## config.mk

```make
export PLATFORM = sky130hd
export DESIGN_NAME = bcd_updown_counter
export DESIGN_NICKNAME = d
export VERILOG_FILES = /design/src/rtl/bcd_updown_counter.sv
export SDC_FILE = /design/constraint.sdc
export NUM_CORES = 1
export LEC_CHECK = 0
export CORE_ASPECT_RATIO = 1.1
export CORE_MARGIN = 1.5
export CORE_UTILIZATION = 35
export CTS_CLUSTER_DIAMETER = 100
export DETAILED_ROUTE_END_ITERATION = 10
export PLACE_DENSITY_LB_ADDON = 0.15
export RECOVER_POWER = 100
export SLEW_MARGIN = 20
export SYNTH_ARGS = -nofsm -noshare
export SYNTH_HDL_FRONTEND = slang
export SYNTH_SLANG_ARGS = --single-unit
```

## constraint.sdc

```tcl
create_clock -name clk -period 2.04 [get_ports clk]
set_clock_uncertainty 0.05 [all_clocks]
set_input_delay 0.306 -clock clk [delete_from_list [all_inputs] [get_ports clk]]
set_output_delay 0.306 -clock clk [all_outputs]
set_load 0.1 [all_outputs]
```

## src/rtl/bcd_updown_counter.sv

```systemverilog
// Multi-digit BCD up/down counter with parallel load, wrap/saturate boundaries,
// a combinational terminal count for cascading and a registered overflow pulse.
module bcd_updown_counter #(
    parameter int DIGITS = 2,
    parameter bit WRAP   = 1'b1
) (
    input  logic                clk,
    input  logic                rst_n,
    input  logic                en,
    input  logic                up,
    input  logic                load,
    input  logic [4*DIGITS-1:0] load_val,
    output logic [4*DIGITS-1:0] q,
    output logic                tc,
    output logic                ovf
);

    localparam int             W         = 4 * DIGITS;
    localparam logic [W-1:0]   ALL_NINES = {DIGITS{4'h9}};

    logic [W-1:0] q_d, q_q;
    logic         ovf_d, ovf_q;
    logic         at_max, at_min;
    logic         carry;
    logic [3:0]   digit;

    assign at_max = (q_q == ALL_NINES);
    assign at_min = (q_q == '0);
    // tc deliberately ignores load so a cascaded stage sees the pending boundary.
    assign tc     = en & (up ? at_max : at_min);

    always_comb begin
        // NOTE: every signal written here gets a default first, so no path can infer a latch.
        q_d   = q_q;
        ovf_d = 1'b0;
        carry = 1'b0;
        digit = '0;
        if (load) begin
            for (int i = 0; i < DIGITS; i++) begin
                digit           = load_val[4*i +: 4];
                q_d[4*i +: 4]   = (digit > 4'd9) ? 4'd9 : digit;
            end
        end else if (tc) begin
            ovf_d = 1'b1;
            if (WRAP) begin
                q_d = up ? '0 : ALL_NINES;
            end
        end else if (en) begin
            // Ripple the carry/borrow from digit 0 until a digit absorbs it.
            carry = 1'b1;
            for (int i = 0; i < DIGITS; i++) begin
                digit = q_q[4*i +: 4];
                if (carry) begin
                    if (up) begin
                        if (digit == 4'd9) begin
                            q_d[4*i +: 4] = 4'd0;
                        end else begin
                            q_d[4*i +: 4] = digit + 4'd1;
                            carry         = 1'b0;
                        end
                    end else begin
                        if (digit == 4'd0) begin
                            q_d[4*i +: 4] = 4'd9;
                        end else begin
                            q_d[4*i +: 4] = digit - 4'd1;
                            carry         = 1'b0;
                        end
                    end
                end
            end
        end
    end

    // NOTE: sequential state uses non-blocking assignments so all flops update together.
    always_ff @(posedge clk or negedge rst_n) begin
        if (!rst_n) begin
            q_q   <= '0;
            ovf_q <= 1'b0;
        end else begin
            q_q   <= q_d;
            ovf_q <= ovf_d;
        end
    end

    assign q   = q_q;
    assign ovf = ovf_q;

endmodule

```

==> metrics <==
Critical Path Sink tc; critical path launch point q[1]$_DFFE_PN0P_; drt wl/cell around 14 um; reg2reg start q[0]$_DFFE_PN0P_; Worst-path clk slew ~70 ps; Tcrit/Tclk final 103%; DRC Markers 0; syn avg cell area 8.37 um^2; initial antenna violation count 0; outcome finished with violations; post-DP HPWL around 1.9 mm; first-pass detailed-route iteration total 4; Worst Setup Start Kind register; Design Power a little under 0.9 mW; grt total ovfl 0; RSZ-0062 raised after global routing true; commonest non-fill, non-tap cells in the layout 20 x buf_4, 10 x clkdlybuf4s50_1, 9 x o21ai_0, 8 x nor2_1, 7 x clkbuf_2; failing checks setup timing; hold crit path type in -> async; CORE AREA 2500 um^2; clock tree buffer depth 2; power per cell area 639 nW/um^2; Leak ~0.58 nW; drt via density around 5.5; Peak VDD IR between 0.5 and 0.6 mV; Register-to-Register Setup Slack about 40 ps; Max FO, Critical Path 2; EDFF count, synth 0; Final ANT Viol Nets 0; Slew HR between 60% and 70%; area leader, netlist dfrtp_1; Hold Slack 359 ps; GPL Wtd Cong a little under 0.8; max-cap viol count 0; Worst Tran Pin Value 546 ps; Top FF cell, synth dfrtp_1; Rows 19; reg2reg end q[7]$_DFFE_PN0P_; area of the multi-input gates 692 um^2; # port buffers 22; Die H 56.5 um; synth unique cells 44; share of layout cells above drive strength 1 between 40% and 50%; fin cells 179; total I/O pin count 23; synthesis-stage register bit count 9; Root Buffer clkbuf_4; maximum number of pins on one net before global-route repair 16; setup TNS -52.9 ps; Synth Instances around 110; clk sinks 9; finished layout cell area 1400 um^2; CTS buffer count 3; Area Growth Syn to Fin 52.9%; arrival time worst endpoint 1740 ps; Vias approximately 980; Starting DRT DRC Count 16; endpoints failing setup 1; hold_buf cts 0; FF+latch area between 200 and 250 um^2; # diodes 0; Clock Latency Late Sink between 200 and 300 ps; Tot GR Track Use 19.7%; first-pass GRT wire length roughly 4.4 mm; Die X around 52 um; H-Tree Depth 1; synthesized net count 129; Final Hold Viols 0; post-synth top area share between 20% and 30%; Synth area leaders dfrtp_1 25%, ha_1 9.6%, o21ai_0 4.9%, inv_1 3.7%, buf_6 3.7%; # fillers 250; Inst Count DP roughly 170; R2R depth 6; max-slew violation count 0; Die Footprint slightly below 3000 um^2; Worst Path Required between 1500 and 2000 ps; CP endpoint kind output port; CP Class reg -> out; Nets approximately 170; Total Routed Length 2.59 mm; vias in the first global route 967; final setup margin -52.9 ps; synth warn 0; min Tclk post-route roughly 2100 ps; Netlist Area Pre-Place between 900 and 1000 um^2; fraction of registers with async set or reset after synthesis 100%; highest clock rate ~480 MHz; Initial Util between 30% and 40%; most common cell after layout, fill and taps aside buf_4; Seq/Total Area, Yosys between 20 and 25%; placed cell area between 1000 and 1500 um^2; TritonCTS clock tree yes
==> Yosys cell counts, types with 2 or more instances <==
library cell,number
a211oi_1,2
inv_1,9
o21ai_0,9
a21oi_1,4
nand3b_1,3
a32oi_1,3
nand2_1,7
dfrtp_1,9
buf_6,3
a31oi_1,2
nor2_1,8
nor3_1,2
and2_1,2
ha_1,7
nor2b_1,2
nand4_1,3
nand3_1,4
o31ai_1,4
==> state kept, by name (all words and copies together) (netlist names) <==
| signal | flops |
|---|---|
| ovf | 1 |
| q | 8 |
==> cell families (layout without fill, tap and decap cells) <==
logic type | after synthesis | in the layout | share of synthesized area, %
mux | 1 | 1 | 1.10
simple gates | 42 | 42 | 27.6
flops | 9 | 9 | 24.7
buf+inv | 16 | 55 | 11.1
compound gates | 34 | 34 | 25.9
fa+ha+maj | 7 | 7 | 9.60
==> power breakdown <==
| group | internal, mW | switching (mW) | total, mW |
|---|---|---|---|
| Sequential | 0.209 | 0.0480 | 0.257 |
| Combinational | 0.185 | 0.306 | 0.491 |
| Clock | 0.0756 | 0.0677 | 0.143 |
| Total | 0.469 | 0.422 | 0.891 |
==> through the flow <==
stage | utilization, % | worst slack (ps)
finish | 55.9 | -52.9
global route | 55.9 | -126
detailed placement | 50.7 | -90.1
floorplan | - | -122
global placement | 50.7 | -61.0
CTS | 53.5 | -59.0
==> area by class of cell <==
cell class | count | share of cell area [%]
flip-flops and latches | 9 | 17.8
clock buffers | 4 | 1.88
well taps | 31 | 2.78
repair buffers | 42 | 24.8
multi-input cells | 84 | 49.6
inverters | 9 | 3.14
==> worst max-delay path, cell delays in order, from the launching register on <==
cell	delay, ps
dfrtp_4	490
inv_4	80
buf_6	100
ha_4	110
and4b_2	260
nand2_4	70
a21oi_4	180
buf_12	190
==> worst min path at each step <==
stage	slack, ps	cells after the start	endpoint
4_1_cts	300	1	q[5]$_DFFE_PN0P_
3_5_place_dp	590	1	q[5]$_DFFE_PN0P_
6_report	360	1	q[5]$_DFFE_PN0P_
5_1_grt	390	1	q[4]$_DFFE_PN0P_
3_3_place_gp	590	1	q[5]$_DFFE_PN0P_
2_1_floorplan	-40	0	ovf$_DFF_PN0_
==> metal layers <==
| metal | vias to the layer above | GRT usage, % | part of all wire [%] |
|---|---|---|---|
| li1 | 481 | - | - |
| met1 | 473 | 22.7 | 41 |
| met2 | 23 | 35.7 | 54 |
| met3 | 2 | 5.05 | 3.8 |
| met4 | 0 | 4.51 | 0.46 |
| met5 | - | 0 | 0 |
==> what timing repair did <==
item | in CTS | in global routing
endpoints found under the setup margin | 1 | 4
pin swaps | 5 | 5
setup buffers | 5 | 5
gates cloned | 0 | 0
gates resized for setup | 3 | 8
Note: power is estimated with default switching activity, not from simulation.
